==> config.mk <==
export PLATFORM = sky130hd
export DESIGN_NAME = operand_fetch_flat
export DESIGN_NICKNAME = d
export VERILOG_FILES = /design/src/rtl/operand_fetch_pkg.sv /design/src/rtl/operand_fetch_if.sv /design/src/rtl/operand_fetch_reg_file.sv /design/src/rtl/operand_fetch.sv /design/src/flat_wrapper.sv
export SDC_FILE = /design/constraint.sdc
export NUM_CORES = 2
export LEC_CHECK = 0
export ABC_AREA = 0
export CORE_MARGIN = 5
export CORE_UTILIZATION = 40
export DETAILED_ROUTE_END_ITERATION = 7
export SYNTH_ARGS = -nofsm -noshare
export SYNTH_HDL_FRONTEND = slang
export SYNTH_SLANG_ARGS = --single-unit
export TNS_END_PERCENT = 100
==> constraint.sdc <==
create_clock -name clk -period 3.8 [get_ports clk]
set_input_delay 0.76 -clock clk [delete_from_list [all_inputs] [get_ports clk]]
set_output_delay 0.76 -clock clk [all_outputs]
set_load 0.01 [all_outputs]
==> src/rtl/operand_fetch_pkg.sv <==
// rtl/operand_fetch_pkg.sv - shared widths and ALU opcode constants for decoder, issue stage and ALU
package operand_fetch_pkg;

    localparam int DATA_WIDTH = 32;
    localparam int REG_NUM    = 32;
    localparam int ADDR_WIDTH = $clog2(REG_NUM);

    typedef logic [DATA_WIDTH-1:0] data_t;
    typedef logic [ADDR_WIDTH-1:0] addr_t;

    typedef enum logic [2:0] {
        ALU_AND = 3'b000,
        ALU_OR  = 3'b001,
        ALU_ADD = 3'b010,
        ALU_SUB = 3'b110,
        ALU_SLT = 3'b111
    } alu_op_e;

endpackage

==> src/rtl/operand_fetch_if.sv <==
// rtl/operand_fetch_if.sv - decoded-op input, writeback and ALU-side output bundle of the issue stage
interface operand_fetch_if;
    import operand_fetch_pkg::*;

    logic       in_valid;
    logic       in_ready;
    addr_t      in_rs1;
    addr_t      in_rs2;
    addr_t      in_rd;
    logic [2:0] in_aluop;
    logic       in_use_imm;
    data_t      in_imm;

    logic       wb_en;
    addr_t      wb_addr;
    data_t      wb_data;

    logic       out_valid;
    logic       out_ready;
    data_t      out_A;
    data_t      out_B;
    logic [2:0] out_aluop;
    addr_t      out_rd;

    modport master (
        output in_valid, in_rs1, in_rs2, in_rd, in_aluop, in_use_imm, in_imm,
        output wb_en, wb_addr, wb_data, out_ready,
        input  in_ready, out_valid, out_A, out_B, out_aluop, out_rd
    );

    modport slave (
        input  in_valid, in_rs1, in_rs2, in_rd, in_aluop, in_use_imm, in_imm,
        input  wb_en, wb_addr, wb_data, out_ready,
        output in_ready, out_valid, out_A, out_B, out_aluop, out_rd
    );

endinterface

==> src/rtl/operand_fetch_reg_file.sv <==
// rtl/operand_fetch_reg_file.sv - 2 async read / 1 sync write register file, register 0 hardwired to zero
module operand_fetch_reg_file
    import operand_fetch_pkg::*;
(
    input  logic  clk,
    input  logic  rst,
    input  logic  wr_en,
    input  addr_t wr_addr,
    input  data_t wr_data,
    input  addr_t rd_addr1,
    input  addr_t rd_addr2,
    output data_t rd_data1,
    output data_t rd_data2
);

    data_t regs_q [REG_NUM];
    data_t regs_d [REG_NUM];

    always_comb begin
        regs_d = regs_q;
        if (wr_en && wr_addr != '0) begin
            regs_d[wr_addr] = wr_data;
        end
        regs_d[0] = '0;
    end

    always_ff @(posedge clk) begin
        if (rst) begin
            for (int i = 0; i < REG_NUM; i++) begin
                regs_q[i] <= '0;
            end
        end else begin
            regs_q <= regs_d;
        end
    end

    assign rd_data1 = regs_q[rd_addr1];
    assign rd_data2 = regs_q[rd_addr2];

endmodule

==> src/rtl/operand_fetch.sv <==
// rtl/operand_fetch.sv - issue stage: register read, pending-write scoreboard, ALU operand register
// Optional same-cycle writeback forwarding is compiled in with OPFETCH_BYPASS_EN.
module operand_fetch
    import operand_fetch_pkg::*;
(
    input logic          clk,
    input logic          rst,
    operand_fetch_if.slave bus
);

    logic [REG_NUM-1:0] busy_q, busy_d;
    logic               out_valid_q, out_valid_d;
    data_t              out_a_q, out_a_d;
    data_t              out_b_q, out_b_d;
    logic [2:0]         out_aluop_q, out_aluop_d;
    addr_t              out_rd_q, out_rd_d;

    data_t rf_rs1, rf_rs2, src1, src2;
    logic  fwd_rs1, fwd_rs2, pend_rs1, pend_rs2, waw, hazard, in_ready, accept;

    operand_fetch_reg_file u_reg_file (
        .clk      (clk),
        .rst      (rst),
        .wr_en    (bus.wb_en),
        .wr_addr  (bus.wb_addr),
        .wr_data  (bus.wb_data),
        .rd_addr1 (bus.in_rs1),
        .rd_addr2 (bus.in_rs2),
        .rd_data1 (rf_rs1),
        .rd_data2 (rf_rs2)
    );

`ifdef OPFETCH_BYPASS_EN
    assign fwd_rs1 = bus.wb_en && bus.wb_addr == bus.in_rs1 && bus.in_rs1 != '0;
    assign fwd_rs2 = bus.wb_en && bus.wb_addr == bus.in_rs2 && bus.in_rs2 != '0;
`else
    assign fwd_rs1 = 1'b0;
    assign fwd_rs2 = 1'b0;
`endif

    assign src1     = fwd_rs1 ? bus.wb_data : rf_rs1;
    assign src2     = fwd_rs2 ? bus.wb_data : rf_rs2;
    assign pend_rs1 = bus.in_rs1 != '0 && busy_q[bus.in_rs1] && !fwd_rs1;
    assign pend_rs2 = bus.in_rs2 != '0 && busy_q[bus.in_rs2] && !fwd_rs2;
    // A retiring writer frees its destination for a new writer even without forwarding.
    assign waw      = bus.in_rd != '0 && busy_q[bus.in_rd]
                      && !(bus.wb_en && bus.wb_addr == bus.in_rd);
    assign hazard   = pend_rs1 || (!bus.in_use_imm && pend_rs2) || waw;
    assign in_ready = !rst && !hazard && (!out_valid_q || bus.out_ready);
    assign accept   = bus.in_valid && in_ready;

    always_comb begin
        busy_d      = busy_q;
        out_valid_d = out_valid_q;
        out_a_d     = out_a_q;
        out_b_d     = out_b_q;
        out_aluop_d = out_aluop_q;
        out_rd_d    = out_rd_q;

        if (bus.wb_en) begin
            busy_d[bus.wb_addr] = 1'b0;
        end
        if (accept && bus.in_rd != '0) begin
            busy_d[bus.in_rd] = 1'b1;
        end
        busy_d[0] = 1'b0;

        if (accept) begin
            out_valid_d = 1'b1;
            out_a_d     = src1;
            out_b_d     = bus.in_use_imm ? bus.in_imm : src2;
            out_aluop_d = bus.in_aluop;
            out_rd_d    = bus.in_rd;
        end else if (bus.out_ready) begin
            out_valid_d = 1'b0;
        end
    end

    always_ff @(posedge clk) begin
        if (rst) begin
            busy_q      <= '0;
            out_valid_q <= 1'b0;
            out_a_q     <= '0;
            out_b_q     <= '0;
            out_aluop_q <= '0;
            out_rd_q    <= '0;
        end else begin
            busy_q      <= busy_d;
            out_valid_q <= out_valid_d;
            out_a_q     <= out_a_d;
            out_b_q     <= out_b_d;
            out_aluop_q <= out_aluop_d;
            out_rd_q    <= out_rd_d;
        end
    end

    assign bus.in_ready  = in_ready;
    assign bus.out_valid = out_valid_q;
    assign bus.out_A     = out_a_q;
    assign bus.out_B     = out_b_q;
    assign bus.out_aluop = out_aluop_q;
    assign bus.out_rd    = out_rd_q;

endmodule
==> src/flat_wrapper.sv <==
// flat-port wrapper written by rule: the top's interface ports become plain ports
module operand_fetch_flat import operand_fetch_pkg::*;
  (clk, rst, bus_in_valid, bus_in_rs1, bus_in_rs2, bus_in_rd, bus_in_aluop, bus_in_use_imm, bus_in_imm, bus_wb_en, bus_wb_addr, bus_wb_data, bus_out_ready, bus_in_ready, bus_out_valid, bus_out_A, bus_out_B, bus_out_aluop, bus_out_rd);
  operand_fetch_if bus_i ();
  input logic clk;
  input logic rst;
  input wire logic [$bits(bus_i.in_valid)-1:0] bus_in_valid;
  input wire logic [$bits(bus_i.in_rs1)-1:0] bus_in_rs1;
  input wire logic [$bits(bus_i.in_rs2)-1:0] bus_in_rs2;
  input wire logic [$bits(bus_i.in_rd)-1:0] bus_in_rd;
  input wire logic [$bits(bus_i.in_aluop)-1:0] bus_in_aluop;
  input wire logic [$bits(bus_i.in_use_imm)-1:0] bus_in_use_imm;
  input wire logic [$bits(bus_i.in_imm)-1:0] bus_in_imm;
  input wire logic [$bits(bus_i.wb_en)-1:0] bus_wb_en;
  input wire logic [$bits(bus_i.wb_addr)-1:0] bus_wb_addr;
  input wire logic [$bits(bus_i.wb_data)-1:0] bus_wb_data;
  input wire logic [$bits(bus_i.out_ready)-1:0] bus_out_ready;
  output wire logic [$bits(bus_i.in_ready)-1:0] bus_in_ready;
  output wire logic [$bits(bus_i.out_valid)-1:0] bus_out_valid;
  output wire logic [$bits(bus_i.out_A)-1:0] bus_out_A;
  output wire logic [$bits(bus_i.out_B)-1:0] bus_out_B;
  output wire logic [$bits(bus_i.out_aluop)-1:0] bus_out_aluop;
  output wire logic [$bits(bus_i.out_rd)-1:0] bus_out_rd;
  assign bus_i.in_valid = bus_in_valid;
  assign bus_i.in_rs1 = bus_in_rs1;
  assign bus_i.in_rs2 = bus_in_rs2;
  assign bus_i.in_rd = bus_in_rd;
  assign bus_i.in_aluop = bus_in_aluop;
  assign bus_i.in_use_imm = bus_in_use_imm;
  assign bus_i.in_imm = bus_in_imm;
  assign bus_i.wb_en = bus_wb_en;
  assign bus_i.wb_addr = bus_wb_addr;
  assign bus_i.wb_data = bus_wb_data;
  assign bus_i.out_ready = bus_out_ready;
  assign bus_in_ready = bus_i.in_ready;
  assign bus_out_valid = bus_i.out_valid;
  assign bus_out_A = bus_i.out_A;
  assign bus_out_B = bus_i.out_B;
  assign bus_out_aluop = bus_i.out_aluop;
  assign bus_out_rd = bus_i.out_rd;
  operand_fetch u_core (.clk(clk), .rst(rst), .bus(bus_i));
endmodule
==> qor.csv <==
stage;metric;value;unit
outcome;status;finished, final reports clean;
timing;period_needed;3.59;ns
timing;rsz0062_at_grt;false;
synth;synth_top_area_cell;dfxtp_1;
timing;clock_skew;0.0206;ns
clocking;clockBufferDepth;3;
cells_and_area;nFillCells;12800;
floorplan;die_h;381;um
synth;yosys_warnings;0;
cells_and_area;drive_gt1_share;19.2;%
timing;slew_viol_final;0;
global_routing;antenna_found_initial;7;
setup_path;crit_path_end_kind;output pin;
floorplan;dieArea;145000;um2
placed_design;dp_hpwl;137000;um
floorplan;pin_count;167;
setup_path;worst-endpoint-required;3.04;ns
pwr;p_leak;21.1;nW
floorplan;row_count;136;
floorplan;initial_core_util;40.1;%
timing;worst_slew_pin_slew;1.14;ns
setup_path;path_class;in2out;
drt;drt_iter0_drc;7142;
cells_and_area;multi_input_area;30800;um2
global_routing;grt_usage;29.8;%
setup_path;critPathLaunchType;input pin;
drt;via_per_inst;6.24;
clocking;cts_tree;done;
cells_and_area;utilization;46.7;%
global_routing;grt_pass1_vias;46500;
global_routing;grt_pass1_wl;323000;um
drt;drc;0;
clocking;clk_latency;0.75;ns
timing;fin_crit_sh;94.6;%
synth;yosysTopAreaCellShare;39.9;%
run;cap_violations;0;
timing;finalSetupViolations;0;
setup_path;crit_slowest_cell;clkdlybuf4s50_1;
cells_and_area;nets;6188;
cells_and_area;area_growth;16.4;%
setup_path;arrival;2.83;ns
cells_and_area;layout_common_cells;2037 x nand2_1, 1096 x dfxtp_1, 1081 x a21oi_1;
timing;slew_headroom;24.3;%
cells_and_area;final_common_cell;nand2_1;
synth;ys_top_cells_by_area;dfxtp_1 40%, mux4_2 21%, nand2_1 14%, a21oi_1 9.8%, clkbuf_1 3.6%;
synth;yosysUniqueCellTypes;47;
floorplan;fp.dieW;381;um
min_path;min_path_type;in2reg;
clocking;ctsHtreeMaxLevel;3;
clocking;root_buffer;clkbuf_16;
setup_path;cp_slowest_stage_delay;0.64;ns
clocking;cts.reportedPaths.clkPinSlew;0.06;ns
placed_design;dpl.cell_count;7770;
synth;synth-async-reset-ratio;0;%
timing;fmax;278;MHz
timing;setup_slack;0.207;ns
drt;first_pass_iters;6;
placed_design;place.gp.congestion;0.945;
drt;avgRoutedWirePerCell;28.2;um
pwr;power_per_cell_area;413;nW/um2
drt;detail-route-antenna-nets;0;
pwr;ir_drop;0.386;mV
placed_design;port-buffer-count;166;
global_routing;grt_overflow;0;
cells_and_area;seq_area;21900;um2
synth;synth_edf_count;0;
placed_design;pre_cts_slack;-0.165;ns
synth;synth_ff_type;dfxtp_1;
drt;wl;225000;um
setup_path;worstPathMaxFanout;4;
clocking;clock-sinks;1096;
synth;syn_avg_cell_area;8.97;um2
floorplan;coreArea;137000;um2
synth;synth_area;54900;um2
synth;synth_nets;6220;
synth;ys_ff_latch;1096;
synth;synth-seq-area-share;39.9;%
setup_path;path_cells;clkdlybuf4s50_1, mux4_2, nor2b_1, nor2_1, nand4_1, and3_1, nor2b_4, clkbuf_2;
cells_and_area;fin_cells;7992;
clocking;cts_buffers;116;
global_routing;grt_max_degree;209;
synth;postSynthCellCount;6127;
timing;hold_viol;0;
drt;via_count;49900;
-- metrics by stage --
step           hold WS [ns]  setup TNS, ns  cell area (um2)  total power, mW
6_report              0.416              0            64000             26.4
5_1_grt               0.404              0            64000             27.1
4_1_cts               0.384              0            64000             26.4
3_5_place_dp          0.456         -0.165            59900             14.4
3_3_place_gp          0.448         -0.227            59900             14.4
2_1_floorplan         0.442              0            54900             13.3
-- worst max-delay path: cells and delay by family --
family                 cells  cell delay (ns)
buffers and inverters      2             0.78
and+or+nand+nor            5             0.75
muxes                      1             0.55
-- worst paths after layout --
| path | start | endpoint | slack, ns | cells past startpoint |
|---|---|---|---|---|
| worst max register to register | u_core.busy_q[21] | u_core.bus.out_A[31] | 0.61 | 9 |
| worst min-delay path | rst | u_core.bus.out_A[31] | 0.42 | 3 |
| worst min register to register | u_core.u_reg_file.regs_q[166] | u_core.u_reg_file.regs_q[166] | 0.47 | 2 |
| worst max-delay path | bus_in_rd[0] | bus_in_ready | 0.21 | 8 |
-- metal layers --
layer  wire, um  GRT usage, %
met1      87700          40.7
met2      96800          43.9
met3      28300          7.97
met4      12100          14.0
met5        124         0.364
-- power by group --
group | switching, mW | total [mW] | internal [mW]
Clock | 5.03 | 12.2 | 7.22
Sequential | 0.108 | 11.7 | 11.6
Combinational | 1.63 | 2.49 | 0.854
-- sequential cells by signal, indices dropped and copies added (netlist names) --
register / flops
u_core.u_reg_file.regs_q: 992
u_core.bus.out_A: 32
u_core.bus.out_B: 32
u_core.busy_q: 31
u_core.bus.out_rd: 5
u_core.bus.out_aluop: 3
u_core.bus.out_valid: 1
-- kinds of logic after synthesis --
logic type,share of synthesized area [%]
mux,25.2
flops,39.9
compound gates,13.7
buf+inv,4.59
xor+xnor,0.0638
simple gates,16.5
-- cell usage after synthesis, types with 17 or more instances --
cell type,n
a22oi_1,49
nor2b_1,25
nand2_1,2068
clkbuf_1,522
mux2_2,82
o31ai_1,39
nor2_1,58
nand2b_1,35
nand3b_1,38
mux2i_1,141
buf_1,41
a311oi_1,25
dfxtp_1,1096
a221oi_1,52
a22o_1,32
o22ai_1,17
o21ai_0,47
buf_2,52
a21oi_1,1081
mux4_2,505
-- repair_timing --
| action | in CTS | in global routing |
|---|---|---|
| hold buffers | 0 | 0 |
| gates resized for setup | 1 | 3 |
| pin swaps | 1 | 1 |
| setup buffers | 1 | 0 |
| hold endpoints to repair | 0 | 0 |
| setup endpoints to repair | 1 | 1 |
-- area by class of cell --
class	count	share of cell area (%)
Timing Repair Buffer	482	7.60
Multi-Input combinational cell	4395	48.2
Sequential cell	1096	34.3
Tap cell	1794	3.51
Inverter	4	0.0254
Antenna cell	3	0.0117
Clock buffer	175	5.47
Clock inverter	43	0.904
Power figures use the tool's default switching activity.
